===== src/rtl/sample_delay_line.sv =====
// Per-channel programmable sample delay with arithmetic attenuation.
// Samples go into a ring buffer; each strobe emits one delayed, right-shifted sample one clock later.
module sample_delay_line #(
  parameter int DATA_W = 16,
  parameter int ADDR_W = 6
) (
  input  logic              clk,
  input  logic              rst,
  input  logic [DATA_W-1:0] sample_in,
  input  logic              sample_valid,
  input  logic [ADDR_W-1:0] delay,
  input  logic [3:0]        atten,
  output logic [DATA_W-1:0] sample_out,
  output logic              out_valid,
  output logic              primed
);

  localparam int DEPTH = 2 ** ADDR_W;
  localparam logic [ADDR_W:0] FILL_MAX = (ADDR_W + 1)'(DEPTH);

  typedef enum logic [0:0] {
    ST_FILL = 1'b0,
    ST_RUN  = 1'b1
  } state_e;

  logic [DATA_W-1:0]        mem_q [DEPTH];
  logic [ADDR_W-1:0]        wr_ptr_q, wr_ptr_d;
  logic [ADDR_W:0]          fill_q, fill_d;
  logic [DATA_W-1:0]        out_q, out_d;
  logic                     out_valid_q, out_valid_d;
  logic                     primed_q, primed_d;
  state_e                   state_q, state_d;
  logic [ADDR_W-1:0]        rd_addr_s;
  logic [ADDR_W:0]          delay_ext_s;
  logic signed [DATA_W-1:0] sel_s;

  // Sample selection, pointer/fill update and output datapath
  always_comb begin
    wr_ptr_d    = wr_ptr_q;
    fill_d      = fill_q;
    out_d       = out_q;
    out_valid_d = 1'b0;
    rd_addr_s   = wr_ptr_q - delay;
    delay_ext_s = {1'b0, delay};

    // Zero delay bypasses the memory; entries beyond the fill level are stale and read as zero.
    if (delay == {ADDR_W{1'b0}}) begin
      sel_s = $signed(sample_in);
    end else if (delay_ext_s <= fill_q) begin
      sel_s = $signed(mem_q[rd_addr_s]);
    end else begin
      sel_s = {DATA_W{1'b0}};
    end

    if (sample_valid) begin
      wr_ptr_d    = wr_ptr_q + ADDR_W'(1);
      fill_d      = (fill_q == FILL_MAX) ? fill_q : fill_q + (ADDR_W + 1)'(1);
      out_d       = DATA_W'(sel_s >>> atten);
      out_valid_d = 1'b1;
    end else begin
      out_valid_d = 1'b0;
    end
  end

  // Priming state machine: RUN once the buffer covers the requested delay
  always_comb begin
    state_d = state_q;
    case (state_q)
      ST_FILL: begin
        if (sample_valid && (fill_q >= delay_ext_s)) begin
          state_d = ST_RUN;
        end else begin
          state_d = ST_FILL;
        end
      end
      ST_RUN: begin
        if (sample_valid && (delay_ext_s > fill_q)) begin
          state_d = ST_FILL;
        end else begin
          state_d = ST_RUN;
        end
      end
      default: state_d = ST_FILL;
    endcase
    primed_d = (state_d == ST_RUN);
  end

  // Control and output registers
  always_ff @(posedge clk) begin
    if (rst) begin
      wr_ptr_q    <= {ADDR_W{1'b0}};
      fill_q      <= {(ADDR_W + 1){1'b0}};
      out_q       <= {DATA_W{1'b0}};
      out_valid_q <= 1'b0;
      primed_q    <= 1'b0;
      state_q     <= ST_FILL;
    end else begin
      wr_ptr_q    <= wr_ptr_d;
      fill_q      <= fill_d;
      out_q       <= out_d;
      out_valid_q <= out_valid_d;
      primed_q    <= primed_d;
      state_q     <= state_d;
    end
  end

  // Ring-buffer storage; contents survive reset, the fill count masks them
  always_ff @(posedge clk) begin
    if (!rst && sample_valid) begin
      mem_q[wr_ptr_q] <= sample_in;
    end
  end

  assign sample_out = out_q;
  assign out_valid  = out_valid_q;
  assign primed     = primed_q;

endmodule


===== config.mk =====
export PLATFORM = sky130hd
export DESIGN_NAME = sample_delay_line
export DESIGN_NICKNAME = d
export VERILOG_FILES = /design/src/rtl/sample_delay_line.sv
export SDC_FILE = /design/constraint.sdc
export NUM_CORES = 1
export LEC_CHECK = 0
export BUFFER_PORTS_ARGS = -buffer_cell sky130_fd_sc_hd__buf_2
export CORE_ASPECT_RATIO = 0.8
export CORE_MARGIN = 2
export CORE_UTILIZATION = 57
export DETAILED_ROUTE_END_ITERATION = 7
export GPL_TIMING_DRIVEN = 0
export HOLD_SLACK_MARGIN = 0.1
export PLACE_DENSITY = 0.76
export REMOVE_ABC_BUFFERS = 1
export SYNTH_ARGS = -nofsm -noshare
export SYNTH_HDL_FRONTEND = slang
export SYNTH_SLANG_ARGS = --single-unit

===== constraint.sdc =====
create_clock -name clk -period 3.8 [get_ports clk]
set_input_delay 0.57 -clock clk [delete_from_list [all_inputs] [get_ports clk]]
set_output_delay 0.57 -clock clk [all_outputs]
set_load 0.1 [all_outputs]

[Yosys cells after proc, flatten, opt, wreduce, memory -nomap -nowiden]
Memories as Yosys holds them, arrays and structs flattened.
Cells that the tools add are included.
Storage, ports and cells
  memories: 1
  latch bits: 0
  ROM bits: 0
  bits in writable memories: 1024
  input bits: 29
  register bits after elaboration: 31
  output and inout bits: 18
  word-level logic and storage cells: 30
Memory list
  mem_q: depth 64, bits a word 16, read ports 1, clocked after Yosys merged registers in 0, wr ports 1, RTL line 26  | logic [DATA_W-1:0] mem_q [DEPTH];
Operators by class
  shifts and indexed selects: 1
  muxes and demuxes: 8
  $add $sub $neg: 3
  $lt $le $gt $ge: 3
  bitwise logic cells: 2
  reduce and logical (&&, ||, !) cells: 6
  div/mod/pow operators: 0
  $mul: 0
  equality and inequality tests: 1
Operator list (number)
  two-way mux 16 bit: 2
  >>> shifter 16 x 4 -> 16 bit: 1
  adder 7 x 1 -> 7 bit, second input constant: 1
  equality test 7 bit, second input constant: 1
  >= comparator 7 x 6 -> 1 bit: 1
  greater-than comparator 6 x 7 -> 1 bit: 1
  less-or-equal comparator 6 x 7 -> 1 bit: 1
  adder 6 x 1 -> 6 bit, second input constant: 1
  logical NOT 6 bit: 1
  subtractor 6 bit: 1
  two-way mux 1 bit: 5
  logical AND 1 bit: 3
  NOT 1 bit: 2
  case mux 1 bit (2 select lines): 1
  AND reduction 2 bit: 1
  logical NOT 1 bit: 1

[Depth between registers and ports, before layout]
An unclocked memory read counts as a cell.
  word-level depth: 5
  depth in mapped cells: 17
  mapped depth without buffers: 14

[Least setup slack after synthesis]
OpenSTA, ideal clock, no wires.
  path type: input to register
  from: in delay[0]
  to: reg out_q[1], in the netlist sample_out[1]
  arrival time: 3.643 ns
  buffers on the path: 1
  stages: 13
  required time: 3.680 ns
  library setup time: 0.120 ns
  setup slack: 0.037 ns
  cells stage by stage: ha_1 -> fa_1 -> xnor2_2 -> buf_6 -> mux4_1 -> mux4_2 -> nand2_1 -> nand2_1 -> a221oi_2 -> a2bb2oi_1 -> mux2_2 -> o21ai_1 -> a211oi_1
On the way
  longest elaborated chain between the ends: 5
  elaborated cells between the ends (all ways): 7
  classes of those cells: 1 x add/sub; 1 x order compare; 1 x shift; 2 x mux; 1 x reduce/logical; 1 x memory
RTL lines
  start: declaration: RTL line 11  | input logic [ADDR_W-1:0] delay,
  subtractor 6 bit: RTL line 43  | rd_addr_s = wr_ptr_q - delay;
  memory read (64 x 16 bit)
  two-way mux 16 bit: RTL line 49  | end else if (delay_ext_s <= fill_q) begin
  two-way mux 16 bit (*): RTL line 47  | if (delay == {ADDR_W{1'b0}}) begin
  >>> shifter 16 x 4 -> 16 bit (*): RTL line 58  | out_d = DATA_W'(sel_s >>> atten);
  end signal: assignment: RTL line 93  | out_q <= {DATA_W{1'b0}};
  end signal: assignment: RTL line 100  | out_q <= out_d;
  end: declaration: RTL line 29  | logic [DATA_W-1:0] out_q, out_d;
Every way passes the cells marked *; elsewhere a longest branch is shown, timed or not.
A chain may end at the register's enable or synchronous reset.

[Worst setup path in the final report]
  from: reg wr_ptr_q[0]
  to: reg out_q[2], in the netlist sample_out[2]
On the way
  longest elaborated chain between the ends: 5
RTL lines
  start: declaration: RTL line 27  | logic [ADDR_W-1:0] wr_ptr_q, wr_ptr_d;
  start signal: assignment: RTL line 91  | wr_ptr_q <= {ADDR_W{1'b0}};
  start signal: assignment: RTL line 98  | wr_ptr_q <= wr_ptr_d;
  subtractor 6 bit: RTL line 43
  memory read (64 x 16 bit)
  two-way mux 16 bit: RTL line 49
  two-way mux 16 bit: RTL line 47
  >>> shifter 16 x 4 -> 16 bit: RTL line 58
Every way passes these cells.

==> results summary <==
The number of clock buffers inserted by TritonCTS is 97. The area share of the largest cell type after synthesis came out at 73.4%. The fraction of registers with async set or reset after synthesis is 0%. The final instance count without filler cells came out at 3387. After clock tree synthesis, the clock-pin slew on the worst setup and hold paths is 0.06 ns. For this design the total switching power over the nets is 7.14 mW.

Among all flip-flop cells after synthesis, the most frequent one is edfxtp_1. The synthesis-stage register bit count came out at 1055. The synthesized instance count came out at 2150.

The signal arrival time at the worst endpoint is 4.94 ns. The count of nets after finishing came out at 2404. The number of clock sinks seen by CTS is 1055.

47 I/O pins were placed. The estimated wirelength of the detail-placed design came out at 60600 um. The Yosys warning count is 0.

The startpoint identified for the worst register-to-register timing path is wr_ptr_q[0]. The insertion delay to the later sink of the worst-skew pair is 0.69 ns. The category of the critical setup timing path is reg2reg. The number of hold violations in the final report came out at 0. The ratio of cells with drive above 1 in the final layout came out at 34.9%. The maximum number of pins on one net before global-route repair came out at 66. The number of optimization iterations in the first detailed-route pass came out at 6.

The number of buffers inserted by hold repair at cts is 0. The ratio of final minimum period to clock period came out at 115%. The remaining number of nets flagged by the antenna check after routing is 0. The total power divided by cell area is 549 mW/mm^2.

The die area came out at 0.0757 mm^2. The type of destination of the critical path is a register. The initial antenna violation count is 5. The post-synthesis to final-layout area growth is 19.2%. The final count of pins violating max slew came out at 0. The routability-driven placement congestion ratio came out at 0.904. The largest driver fanout on the critical path came out at 7. Global routing finished with a remaining overflow of 0. The detailed-route wire length came out at 120000 um. Once the floorplan was initialized, standard cells occupied 57.8% of the core. The minimum setup slack in the final design is -0.577 ns. Row generation in the floorplan step produced 88 rows. The detailed-route wire length per cell is 35.3 um. The beginning of the worst hold path is atten[3]. For this design the static power due to leakage is 16.1 nW. The worst reg-to-reg setup slack is -0.58 ns. Overall power consumption after layout is estimated at 27.4 mW.

The worst setup path is launched from a register. After detailed routing, the number of remaining DRC violations is 0. The width of the die is 307 um. The via count of the first global-routing pass is 23500. The share of total power consumed by net switching is 26.0%. The slew of the pin with the lowest slew margin came out at 1.44 ns. The remaining max-slew budget at the tightest pin came out at 3.69%. Max-cap violations in this run came to 0. The clock period minus final worst setup slack is 4.38 ns. The maximum achievable frequency came out at 0.228 GHz. The flow ran to the end, but the final reports show violations. Ranked by total cell area, the synthesized netlist is headed by edfxtp_1, mux4_2, nand2_1. Setup violations remaining at the end of the flow were counted as 15. The smallest hold slack is 0.300 ns.

The global-route wire length before repair is 171000 um. CTS built an H-tree with a depth of 3. The sequential fraction of design power is 46.7%.

The share of total power dissipated in combinational logic is 17.8%. edfxtp_1 takes more of the synthesized area than any other cell. TritonCTS built the clock tree. The most common cell after layout, fill and taps aside is edfxtp_1. The checks that failed: setup timing. The placeable core area is 0.0724 mm^2. The sequential cell area fraction in the yosys report came out at 74.9%. The average instance in the mapped netlist occupies 19.5 um^2. The min-delay analysis places its worst path in the category in2reg.

The highest ir drop seen on vdd is 0.000488 V. The maximum number of buffers from clock root to sink came out at 3. The floorplan step set the die height to 246 um. The number of distinct library cells after synthesis came out at 63.

STA puts the critical path data required time at 4.37 ns. Adding up every negative setup slack in the final design gives -6.78 ns. The clock group share of total power came out at 35.5%. The final route contains 23700 vias. The post-synthesis instance area came out at 0.0419 mm^2.

The first routing iteration left 4229 violations. The count of placed standard cells including taps is 3093. Setup repair after global routing could not meet its margin everywhere.

Internal power comes to 20.3 mW. The via count normalized by instance count came out at 7.00. The global router's overall resource usage is 32.2%. Buffers placed on the I/O ports in this run total 46. Tracing the worst setup path back leads to its startpoint at wr_ptr_q[0]. In the layout the commonest cells are edfxtp_1, mux4_2, nand2_1.

The clock skew after layout is 0.0428 ns. The number of enable-type register cells in the synthesized netlist came out at 1024. The tree is rooted in a clkbuf_16. The worst setup timing slack at the placement stage came out at -2.10 ns.
==> registers in the layout (all words and copies together) (netlist names), named ones only <==
signal      flops
fill_q          7
mem_q        1024
out_valid       1
sample_out     16
wr_ptr_q        6
==> per-stage QoR <==
stage          area (um^2)  utilization [%]
2_1_floorplan        41200                -
3_3_place_gp         42600             58.9
3_5_place_dp         44100             60.9
4_1_cts              49500             68.4
5_1_grt              49900             68.9
6_report             50000             68.9
==> cell families after synthesis <==
kind of cell,share of synthesized area (%)
mux,15.2
buf+inv,1.78
xor+xnor,0.415
flops,74.9
simple gates,4.99
compound gates,2.31
fa+ha+maj,0.466
==> synth_stat cells (all sizes together), types with 3 or more instances <==
| cell type | instances |
|---|---|
| o21bai | 5 |
| or3 | 6 |
| nand3b | 3 |
| o211ai | 3 |
| dfxtp | 31 |
| clkbuf | 42 |
| inv | 24 |
| mux2 | 4 |
| a211oi | 6 |
| xor2 | 7 |
| o22ai | 6 |
| a311oi | 13 |
| nor3 | 10 |
| nand3 | 58 |
| mux2i | 41 |
| nand2 | 220 |
| nand2b | 6 |
| mux4 | 261 |
| a21oi | 23 |
| ha | 14 |
| buf | 76 |
| xnor2 | 9 |
| a31oi | 6 |
| o21ai | 16 |
| and2 | 3 |
| and3 | 21 |
| nand4 | 20 |
| edfxtp | 1024 |
| nor4 | 3 |
| a32oi | 28 |
| o221ai | 3 |
| nor2 | 131 |
==> worst paths after layout <==
check                         to  cells after the start
setup reg to reg   sample_out[2]                     18
hold / removal    sample_out[10]                      3
hold reg to reg   sample_out[12]                      2
setup / recovery   sample_out[2]                     18
==> worst max-delay path: stages (launching register included) <==
cell	delay [ns]
dfxtp_4	0.37
inv_4	0.05
ha_4	0.16
fa_4	0.48
nand2b_4	0.20
a21oi_4	0.36
xnor2_4	0.17
buf_12	0.18
buf_16	0.14
buf_16	0.15
buf_12	0.13
buf_4	0.13
mux2i_1	0.12
a32oi_1	0.59
a31oi_4	0.20
a21oi_1	0.26
and2_1	0.24
a211oi_4	0.06
nor4_2	0.25
==> layout make-up <==
type,count,area [um^2]
Sequential cell,1055,31400
Fill cell,4220,22500
Multi-Input combinational cell,953,11100
Timing Repair Buffer,229,3080
Clock buffer,125,2640
Tap cell,945,1180
Clock inverter,53,477
Inverter,24,92.6
Antenna cell,3,7.51
==> power by group through the flow <==
stage | combinational [mW] | clock (mW) | sequential, mW
6_report | 4.89 | 9.73 | 12.8
2_1_floorplan | 2.73 | 0 | 13.2
4_1_cts | 4.58 | 9.67 | 12.8
3_3_place_gp | 4.24 | 0 | 13.1
5_1_grt | 5.04 | 10.2 | 12.8
3_5_place_dp | 3.46 | 0 | 13.1
==> layer usage <==
metal	routed length [um]	global-route usage (%)	vias to the layer above	part of all wire, %
met5	214	0	-	0.18
met3	17600	11.3	420	15
met4	5440	12.9	2	4.5
met1	41600	43.9	12100	35
li1	-	-	9188	-
met2	54700	48.1	2023	46
==> what timing repair did <==
action / CTS / global route
cloned: 16 / 0
pin swaps: 57 / 28
buffers inserted: 84 / 11
resized for setup: 190 / 61
endpoints found under the setup margin: 16 / 15
(Power assumes the default switching activity.)
